[config.mk]
export PLATFORM = sky130hd
export DESIGN_NAME = rpn_stack_ctrl_flat
export DESIGN_NICKNAME = d
export VERILOG_FILES = /design/src/rtl/rpn_pkg.sv /design/src/rtl/rpn_stack_ctrl_if.sv /design/src/rtl/rpn_alu.sv /design/src/rtl/rpn_stack_ctrl.sv /design/src/flat_wrapper.sv
export SDC_FILE = /design/constraint.sdc
export NUM_CORES = 1
export LEC_CHECK = 0
export ABC_AREA = 1
export BUFFER_PORTS_ARGS = -buffer_cell sky130_fd_sc_hd__buf_2
export CORE_MARGIN = 2
export CORE_UTILIZATION = 65
export CTS_BUF_LIST = sky130_fd_sc_hd__clkbuf_4
export CTS_CLUSTER_SIZE = 40
export DETAILED_ROUTE_END_ITERATION = 7
export GPL_ROUTABILITY_DRIVEN = 1
export HOLD_SLACK_MARGIN = 0.03
export PLACE_DENSITY_LB_ADDON = 0.15
export SYNTH_ARGS = -nofsm -noshare
export SYNTH_HDL_FRONTEND = slang
export SYNTH_SLANG_ARGS = --single-unit
[constraint.sdc]
create_clock -name Clk -period 12 [get_ports Clk]
set_clock_uncertainty 0.05 [all_clocks]
set_input_delay 0.6 -clock Clk [delete_from_list [all_inputs] [get_ports Clk]]
set_output_delay 0.6 -clock Clk [all_outputs]
set_load 0.02 [all_outputs]
[src/rtl/rpn_pkg.sv]
// rpn_pkg: shared word width, opcodes and controller state encoding for the RPN evaluator
package rpn_pkg;
    localparam int W = 16;
    localparam logic [1:0] OP_ADD = 2'b00, OP_SUB = 2'b01, OP_MUL = 2'b10, OP_END = 2'b11;
    typedef enum logic [3:0] {
        S_IDLE, S_POP_B, S_POP_A, S_EXEC, S_PUSH_R, S_POP_END, S_DONE, S_ERR, S_DRAIN
    } state_t;
endpackage

[src/rtl/rpn_stack_ctrl_if.sv]
// rpn_stack_ctrl_if: token stream plus LIFO push/pop port; master is the environment, slave the controller
interface rpn_stack_ctrl_if;
    import rpn_pkg::*;
    logic         tok_valid;
    logic         tok_ready;
    logic         tok_is_op;
    logic [W-1:0] tok_data;
    logic         stk_en;
    logic         stk_rw;
    logic [W-1:0] stk_wdata;
    logic [W-1:0] stk_rdata;
    logic         stk_empty;
    logic         stk_full;
    modport master (
        output tok_valid, tok_is_op, tok_data, stk_rdata, stk_empty, stk_full,
        input  tok_ready, stk_en, stk_rw, stk_wdata
    );
    modport slave (
        input  tok_valid, tok_is_op, tok_data, stk_rdata, stk_empty, stk_full,
        output tok_ready, stk_en, stk_rw, stk_wdata
    );
endinterface

[src/rtl/rpn_alu.sv]
// rpn_alu: combinational a op b; wraps modulo 2^W, or saturates signed when RPN_SAT_EN is defined
module rpn_alu
    import rpn_pkg::*;
(
    input  logic [W-1:0] a,
    input  logic [W-1:0] b,
    input  logic [1:0]   op,
    output logic [W-1:0] r
);
`ifdef RPN_SAT_EN
    localparam logic signed [2*W-1:0] S_MAX = {{(W+1){1'b0}}, {(W-1){1'b1}}};
    localparam logic signed [2*W-1:0] S_MIN = {{(W+1){1'b1}}, {(W-1){1'b0}}};
    logic signed [2*W-1:0] sa, sb, wide;
    always_comb begin
        sa   = signed'({{W{a[W-1]}}, a});
        sb   = signed'({{W{b[W-1]}}, b});
        wide = op == OP_ADD ? sa + sb : op == OP_SUB ? sa - sb : sa * sb;
        r    = wide > S_MAX ? S_MAX[W-1:0] : wide < S_MIN ? S_MIN[W-1:0] : wide[W-1:0];
    end
`else
    always_comb r = op == OP_ADD ? a + b : op == OP_SUB ? a - b : a * b;
`endif
endmodule

[src/rtl/rpn_stack_ctrl.sv]
// rpn_stack_ctrl: RPN token evaluator driving a LIFO stack; EXEC saturation selected by RPN_SAT_EN
module rpn_stack_ctrl
    import rpn_pkg::*;
(
    input  logic         Clk,
    input  logic         Rst,
    rpn_stack_ctrl_if.slave bus,
    input  logic         clr,
    output logic [W-1:0] result,
    output logic         result_valid,
    output logic         busy,
    output logic         err_underflow,
    output logic         err_overflow
);
    state_t       state_q, state_d;
    logic [W-1:0] a_q, a_d, b_q, b_d, result_q, result_d, alu_r;
    logic [1:0]   op_q, op_d;
    logic         err_underflow_q, err_underflow_d, err_overflow_q, err_overflow_d;

    rpn_alu u_alu (.a(a_q), .b(b_q), .op(op_q), .r(alu_r));

    assign result        = result_q;
    assign err_underflow = err_underflow_q;
    assign err_overflow  = err_overflow_q;
    assign busy          = state_q != S_IDLE;

    always_comb begin
        state_d         = state_q;
        a_d             = a_q;
        b_d             = b_q;
        op_d            = op_q;
        result_d        = result_q;
        err_underflow_d = err_underflow_q;
        err_overflow_d  = err_overflow_q;
        bus.tok_ready   = 1'b0;
        bus.stk_en      = 1'b0;
        bus.stk_rw      = 1'b0;
        bus.stk_wdata   = bus.tok_data;
        result_valid    = 1'b0;
        // clr wins over everything, including a token offered in the same cycle
        if (clr && state_q != S_DRAIN) state_d = S_DRAIN;
        else case (state_q)
            S_IDLE: begin
                bus.tok_ready = 1'b1;
                if (bus.tok_valid && !bus.tok_is_op && bus.stk_full) begin
                    err_overflow_d = 1'b1;
                    state_d        = S_ERR;
                end else if (bus.tok_valid && !bus.tok_is_op) bus.stk_en = 1'b1;
                else if (bus.tok_valid && bus.tok_data[1:0] == OP_END) state_d = S_POP_END;
                else if (bus.tok_valid) begin
                    op_d    = bus.tok_data[1:0];
                    state_d = S_POP_B;
                end
            end
            S_POP_B, S_POP_A, S_POP_END: begin
                if (bus.stk_empty) begin
                    err_underflow_d = 1'b1;
                    state_d         = S_ERR;
                end else begin
                    bus.stk_en = 1'b1;
                    bus.stk_rw = 1'b1;
                    b_d        = state_q == S_POP_B ? bus.stk_rdata : b_q;
                    a_d        = state_q == S_POP_A ? bus.stk_rdata : a_q;
                    result_d   = state_q == S_POP_END ? bus.stk_rdata : result_q;
                    state_d    = state_q == S_POP_B ? S_POP_A : state_q == S_POP_A ? S_EXEC : S_DONE;
                end
            end
            S_EXEC: state_d = S_PUSH_R;
            S_PUSH_R: begin
                bus.stk_en    = 1'b1;
                bus.stk_wdata = alu_r;
                state_d       = S_IDLE;
            end
            S_DONE: begin
                result_valid = 1'b1;
                state_d      = S_IDLE;
            end
            S_ERR: state_d = S_ERR;
            S_DRAIN: begin
                bus.stk_en      = !bus.stk_empty;
                bus.stk_rw      = 1'b1;
                err_underflow_d = bus.stk_empty ? 1'b0 : err_underflow_q;
                err_overflow_d  = bus.stk_empty ? 1'b0 : err_overflow_q;
                state_d         = bus.stk_empty ? S_IDLE : S_DRAIN;
            end
            default: state_d = S_IDLE;
        endcase
    end

    always_ff @(posedge Clk or negedge Rst) begin
        if (!Rst) begin
            state_q         <= S_IDLE;
            a_q             <= '0;
            b_q             <= '0;
            op_q            <= '0;
            result_q        <= '0;
            err_underflow_q <= 1'b0;
            err_overflow_q  <= 1'b0;
        end else begin
            state_q         <= state_d;
            a_q             <= a_d;
            b_q             <= b_d;
            op_q            <= op_d;
            result_q        <= result_d;
            err_underflow_q <= err_underflow_d;
            err_overflow_q  <= err_overflow_d;
        end
    end
endmodule

[src/flat_wrapper.sv]
// flat-port wrapper written by rule: the top's interface ports become plain ports
module rpn_stack_ctrl_flat import rpn_pkg::*;
  (Clk, Rst, clr, result, result_valid, busy, err_underflow, err_overflow, bus_tok_valid, bus_tok_is_op, bus_tok_data, bus_stk_rdata, bus_stk_empty, bus_stk_full, bus_tok_ready, bus_stk_en, bus_stk_rw, bus_stk_wdata);
  rpn_stack_ctrl_if bus_i ();
  input  logic Clk;
  input  logic Rst;
  input  logic clr;
  output logic [W-1:0] result;
  output logic result_valid;
  output logic busy;
  output logic err_underflow;
  output logic err_overflow;
  input wire logic [$bits(bus_i.tok_valid)-1:0] bus_tok_valid;
  input wire logic [$bits(bus_i.tok_is_op)-1:0] bus_tok_is_op;
  input wire logic [$bits(bus_i.tok_data)-1:0] bus_tok_data;
  input wire logic [$bits(bus_i.stk_rdata)-1:0] bus_stk_rdata;
  input wire logic [$bits(bus_i.stk_empty)-1:0] bus_stk_empty;
  input wire logic [$bits(bus_i.stk_full)-1:0] bus_stk_full;
  output wire logic [$bits(bus_i.tok_ready)-1:0] bus_tok_ready;
  output wire logic [$bits(bus_i.stk_en)-1:0] bus_stk_en;
  output wire logic [$bits(bus_i.stk_rw)-1:0] bus_stk_rw;
  output wire logic [$bits(bus_i.stk_wdata)-1:0] bus_stk_wdata;
  assign bus_i.tok_valid = bus_tok_valid;
  assign bus_i.tok_is_op = bus_tok_is_op;
  assign bus_i.tok_data = bus_tok_data;
  assign bus_i.stk_rdata = bus_stk_rdata;
  assign bus_i.stk_empty = bus_stk_empty;
  assign bus_i.stk_full = bus_stk_full;
  assign bus_tok_ready = bus_i.tok_ready;
  assign bus_stk_en = bus_i.stk_en;
  assign bus_stk_rw = bus_i.stk_rw;
  assign bus_stk_wdata = bus_i.stk_wdata;
  rpn_stack_ctrl u_core (.Clk(Clk), .Rst(Rst), .bus(bus_i), .clr(clr), .result(result), .result_valid(result_valid), .busy(busy), .err_underflow(err_underflow), .err_overflow(err_overflow));
endmodule
==> impl_metrics.json, run 1 <==
{
  "die_w_um": 119,
  "final_nets": 1504,
  "dp_hpwl_mm": 17.4,
  "vias": 7893,
  "ys_warn_count": 0,
  "cts_buffers": 5,
  "cts_max_level": 2,
  "grt_usage_pct": 32.3,
  "status": "completed",
  "die_h_um": 119,
  "place_ws_ps": 5430,
  "cts_tree": "built",
  "drt_iter0_markers": 581,
  "required_ps": 11350,
  "synthTopCellsByArea": "fa_1 19%, dfrtp_1 16%, nand2_1 14%, inv_1 13%, ha_1 11%",
  "synth-simple-area-share_pct": 22.3,
  "rsz0062_at_grt": "false",
  "finalWorstSetupSlack_ps": 5010,
  "crit_slowest_cell": "dfrtp_1",
  "synth_area_um2": 8640,
  "drive_gt1_share_pct": 10.0,
  "syn_avg_cell_area_um2": 6.85,
  "cp_num_buf_inv": 5,
  "cts_sinks": 56,
  "hold_buffers": 0,
  "vias_per_cell": 5.33,
  "fin_crit_ps": 6990,
  "yosys-mux-area-fraction_pct": 0,
  "route.detailed.drc": 0,
  "yosys.area.top_type": "fa_1",
  "critPathMaxStageDelay_ps": 900,
  "timing.hold.ws_ps": 262,
  "grt_pass1_vias": 7835,
  "antenna_cells": 0,
  "io_buffers": 77,
  "synthAdderAreaFrac_pct": 30.4,
  "num_rows": 42,
  "end_kind": "primary output",
  "synth_top_family_by_area": "adder cells",
  "synth_top_area_share_pct": 19.0,
  "cts_buffer_depth": 2,
  "maxCapViolCount": 0,
  "drtPass1Iterations": 7,
  "place_area_um2": 9030,
  "crit_fanout": 19,
  "tightest_slew_ps": 1020,
  "dieArea_um2": 14200,
  "grt_pass1_wl_mm": 37.0,
  "wl_per_cell_um": 14.7,
  "start_kind": "flip-flop",
  "synth_seq_area_share_pct": 16.2,
  "grt_max_degree": 57,
  "antenna_left": 0,
  "io_pins": 78,
  "cp_data_arrival_time_ps": 6340,
  "clkLatencyLatePin_ps": 380,
  "worstSetupPathType": "reg -> out",
  "synth_edf_count": 0,
  "yosys.area_share.xor_xnor_pct": 1.11,
  "synth_compound_area_share_pct": 13.2,
  "slew_violations": 0,
  "yosys_most_used_dff": "dfrtp_1",
  "cpMostUsedCell": "nand2_1",
  "area_growth_syn_to_layout_pct": 5.10,
  "relSlewSlack_pct": 31.8,
  "clk_pin_slew_ps": 160,
  "ys_async_sr_fraction_pct": 100,
  "synth.distinct_cells": 44,
  "grt_overflow": 0,
  "synth-seq-cells": 56,
  "hold_violations": 0,
  "routabilityCongestion": 0.963,
  "post-route-period-util_pct": 58.3,
  "stdcell_area_um2": 9080,
  "fp.coreArea_um2": 13100,
  "synth_nets": 1462,
  "cts-root-buf": "clkbuf_4",
  "hp-class": "in -> async",
  "post-cts-setup-buffers": 0,
  "fmax_mhz": 143,
  "start_util_pct": 65.8,
  "syn_inst": 1262,
  "cp_top_family": "adder cells",
  "antenna_found_initial": 0,
  "final-setup-viol-count": 0,
  "cts_resized": 0,
  "tns_ps": 0,
  "routed_wl_mm": 21.8
}
-- flip-flops by register name, summed over array words and instances (netlist names) --
signal and flops:
u_core.b_q 16, u_core.op_q 2, u_core.result 16, u_core.state_q 4
u_core.err_overflow 1, u_core.err_underflow 1, u_core.a_q 16
-- layout by cell type (no fill, tap or decap), drive strengths merged, types with 2 or more instances in the layout --
cell type  netlist  routed
nor3            12      12
nand4            6       6
nand3           56      56
a31oi            6       6
nand3b           2       2
a211oi           3       3
ha              79      79
a2bb2oi          3       3
nor2            49      49
xnor2            2       2
dfrtp           56      56
o21a             3       3
nand2          341     341
buf             28      83
or2              4       4
fa              82      82
clkinvlp         0       2
o2111ai          2       2
clkinv           4       5
clkbuf          20       5
o21bai           6       6
inv            311     311
xor2             9       9
a21oi           61      61
o211ai           5       5
o31ai            3       3
o21ai          103     103
-- cell usage after synthesis (4+ instances only) --
library cell,number
a21oi_2,5
fa_1,82
ha_1,79
buf_2,15
clkinv_1,4
o21ai_0,95
a21oi_1,56
nor3_1,9
buf_4,11
o21ai_1,7
clkbuf_1,18
dfrtp_1,56
a31oi_1,6
nand2_1,328
nand4_1,6
xor2_1,9
nand2_2,13
or2_2,4
o21bai_1,6
nand3_1,56
inv_2,11
inv_1,300
nor2_1,49
-- path summary, 6_finish.rpt --
| path | start | endpoint | slack (ps) | depth (start not counted) |
|---|---|---|---|---|
| min | Rst | u_core.result[6] | 260 | 2 |
| max reg2reg | u_core.state_q[1] | u_core.b_q[7] | 9510 | 7 |
| min in group Clk | bus_stk_empty | u_core.err_overflow | 370 | 2 |
| max in group asynchronous | Rst | u_core.op_q[0] | 11170 | 2 |
| min reg2reg | u_core.result[14] | u_core.result[14] | 450 | 2 |
| max | u_core.b_q[1] | bus_stk_wdata[15] | 5010 | 25 |
-- layer usage --
metal | vias up | track usage [%] | part of all wire (%)
met1 | 3675 | 42.8 | 42
met4 | 0 | 11.6 | 3.5
met5 | - | 0 | 0
met2 | 258 | 55.7 | 49
met3 | 47 | 2.39 | 5.7
li1 | 3913 | - | -
-- per-stage QoR --
stage | util (%) | std cells
6_report | 69.1 | 1481
5_1_grt | 69.1 | 1481
4_1_cts | 69.1 | 1481
3_5_place_dp | 68.7 | 1473
3_3_place_gp | 68.7 | 1473
2_1_floorplan | - | 1262
-- cells by family (layout without fill, tap and decap cells) --
| group | Yosys count | in the layout |
|---|---|---|
| compound gates | 201 | 201 |
| simple gates | 470 | 470 |
| xor+xnor | 11 | 11 |
| fa+ha+maj | 161 | 161 |
| buf+inv | 363 | 406 |
| flops | 56 | 56 |
-- area by class of cell --
type,instances,area [um^2]
Fill cell,1211,4050
Multi-Input combinational cell,843,5790
Clock buffer,5,37.5
Inverter,315,1180
Tap cell,176,220
Sequential cell,56,1400
Clock inverter,3,18.8
Timing Repair Buffer,83,430
Power of run 1 is not shown: default switching activity piles up to over one toggle a cycle in this logic, so the estimate is an artifact.
==> run 2: changes to the inputs <==
--- a/config.mk
+++ b/config.mk
@@ -8,7 +8,7 @@
 export ABC_AREA = 1
 export BUFFER_PORTS_ARGS = -buffer_cell sky130_fd_sc_hd__buf_2
 export CORE_MARGIN = 2
-export CORE_UTILIZATION = 65
+export CORE_UTILIZATION = 57
 export CTS_BUF_LIST = sky130_fd_sc_hd__clkbuf_4
 export CTS_CLUSTER_SIZE = 40
 export DETAILED_ROUTE_END_ITERATION = 7
==> constraint.sdc (replaced) <==
create_clock -name Clk -period 5.6 [get_ports Clk]
set_clock_uncertainty 0.05 [all_clocks]
set_input_delay 0.28 -clock Clk [delete_from_list [all_inputs] [get_ports Clk]]
set_output_delay 0.28 -clock Clk [all_outputs]
set_load 0.02 [all_outputs]
==> impl_metrics.json, run 2 (synthesized netlist as in run 1, its figures left out) <==
{
  "status": "finished, violations left",
  "violations": "setup timing",
  "finalWorstSetupSlack_ps": -450,
  "drive_gt1_share_pct": 20.3,
  "antenna_cells": 0,
  "cts_buffer_depth": 2,
  "final_cell_mix": "318 x nand2_1, 289 x inv_1, 86 x o21ai_0, 82 x buf_4, 79 x fa_1",
  "vias": 8262,
  "cts-root-buf": "clkbuf_4",
  "relSlewSlack_pct": 27.2,
  "routabilityCongestion": 0.977,
  "final_core_util_pct": 67.5,
  "rsz0062_at_grt": "true",
  "min_path_cells": 3,
  "fin_crit_ps": 6050,
  "hp-class": "in -> reg",
  "final_nets": 1589,
  "io_buffers": 77,
  "clkLatencyLatePin_ps": 400,
  "dp_hpwl_mm": 19.7,
  "tightest_slew_ps": 1090,
  "vias_per_cell": 5.24,
  "die_h_um": 127,
  "num_rows": 45,
  "antenna_found_initial": 0,
  "wl_per_cell_um": 15.3,
  "slew_violations": 0,
  "cts_sinks": 56,
  "hold_start": "bus_stk_rdata[15]",
  "r2r-start": "u_core.state_q[1]",
  "hold_violations": 0,
  "grt_pass1_wl_mm": 39.8,
  "reg2regPathDepth": 7,
  "drtPass1Iterations": 6,
  "fmax_mhz": 165,
  "grt_usage_pct": 30.7,
  "post-route-period-util_pct": 108,
  "fp.coreArea_um2": 15000,
  "critPathLaunch": "u_core.b_q[1]",
  "grt_max_degree": 57,
  "end_kind": "primary output",
  "cts_max_level": 2,
  "maxCapViolCount": 0,
  "fin_cells": 1578,
  "route.detailed.drc": 0,
  "drt_iter0_markers": 514,
  "cts_tree": "built",
  "clk_pin_slew_ps": 170,
  "antenna_left": 0,
  "routed_wl_mm": 24.2,
  "timing.hold.ws_ps": 95.3,
  "area_growth_syn_to_layout_pct": 17.5,
  "dieArea_um2": 16200,
  "required_ps": 5270,
  "tns_ps": -2710,
  "layout_commonest_cell": "nand2_1",
  "crit_fanout": 6,
  "cts_buffers": 5,
  "start_util_pct": 57.5,
  "die_w_um": 127,
  "grt_pass1_vias": 8017,
  "grt_overflow": 0,
  "placed_cells": 1559,
  "start_kind": "flip-flop",
  "cp_data_arrival_time_ps": 5720,
  "io_pins": 78,
  "worstSetupPathType": "reg -> out",
  "final-setup-viol-count": 8
}
-- run 2: changes by cell type in the layout (fill, tap and decap cells not counted), moves of 10 or more --
cell and delta:
inv_1 -11, nand2_1 -10, ha_1 -12, buf_4 +76, inv_2 +11, buf_6 +14
-- run 2: metal layers --
layer,share of wire [%],global-route usage [%],vias up
met5,0,0,-
met4,2.8,7.76,0
met3,4.1,1.68,40
met2,50,55.2,212
met1,43,40.9,3918
li1,-,-,4092
-- run 2: final timing paths --
path | endpoint | slack (ps)
min reg2reg | u_core.result[0] | 460
max reg2reg | u_core.a_q[3] | 2930
max in group asynchronous | u_core.b_q[2] | 4520
min | u_core.a_q[15] | 100
max | bus_stk_wdata[11] | -450
min in group asynchronous | u_core.result[9] | 480
-- run 2: area by class of cell --
cell class,instances,area [um^2]
sequential,56,1410
multi-input combinational,843,6120
tap,188,235
clock inverter,2,17.5
timing repair buffer,168,1140
fill,1346,4880
clock buffer,6,45.0
inverter,315,1180
-- run 2: per-stage QoR --
stage / area [um^2] / setup slack (ps)
4_1_cts: 10000 / -431
5_1_grt: 10200 / -699
3_5_place_dp: 9610 / -183
6_report: 10200 / -450
2_1_floorplan: 8650 / 6.76
3_3_place_gp: 9610 / -145
-- run 2: critical path, cell delays in order (launching register included) --
cell and delay (ps):
dfrtp_2 500, buf_4 160, buf_6 110, nand2_1 50
inv_1 50, fa_1 570, fa_1 440, ha_2 210
fa_1 550, inv_2 50, fa_1 500, fa_1 510
inv_2 50, ha_4 230, a21oi_4 170, o21ai_4 80
a21oi_2 150, nor2_2 60, o21ai_1 140, nand2_1 90
a21oi_1 120, o21ai_1 80, nand2_1 80, nand2_1 50
a2bb2oi_1 130, buf_2 170
-- run 2: what timing repair did --
item / in CTS / in global routing
pin swaps: 35 / 24
hold buffers: 2 / 0
resized for setup: 77 / 33
endpoints found under the hold margin: 57 / 0
endpoints found under the setup margin: 8 / 9
setup buffers: 7 / 5
Power of run 2 is left out for the same reason.
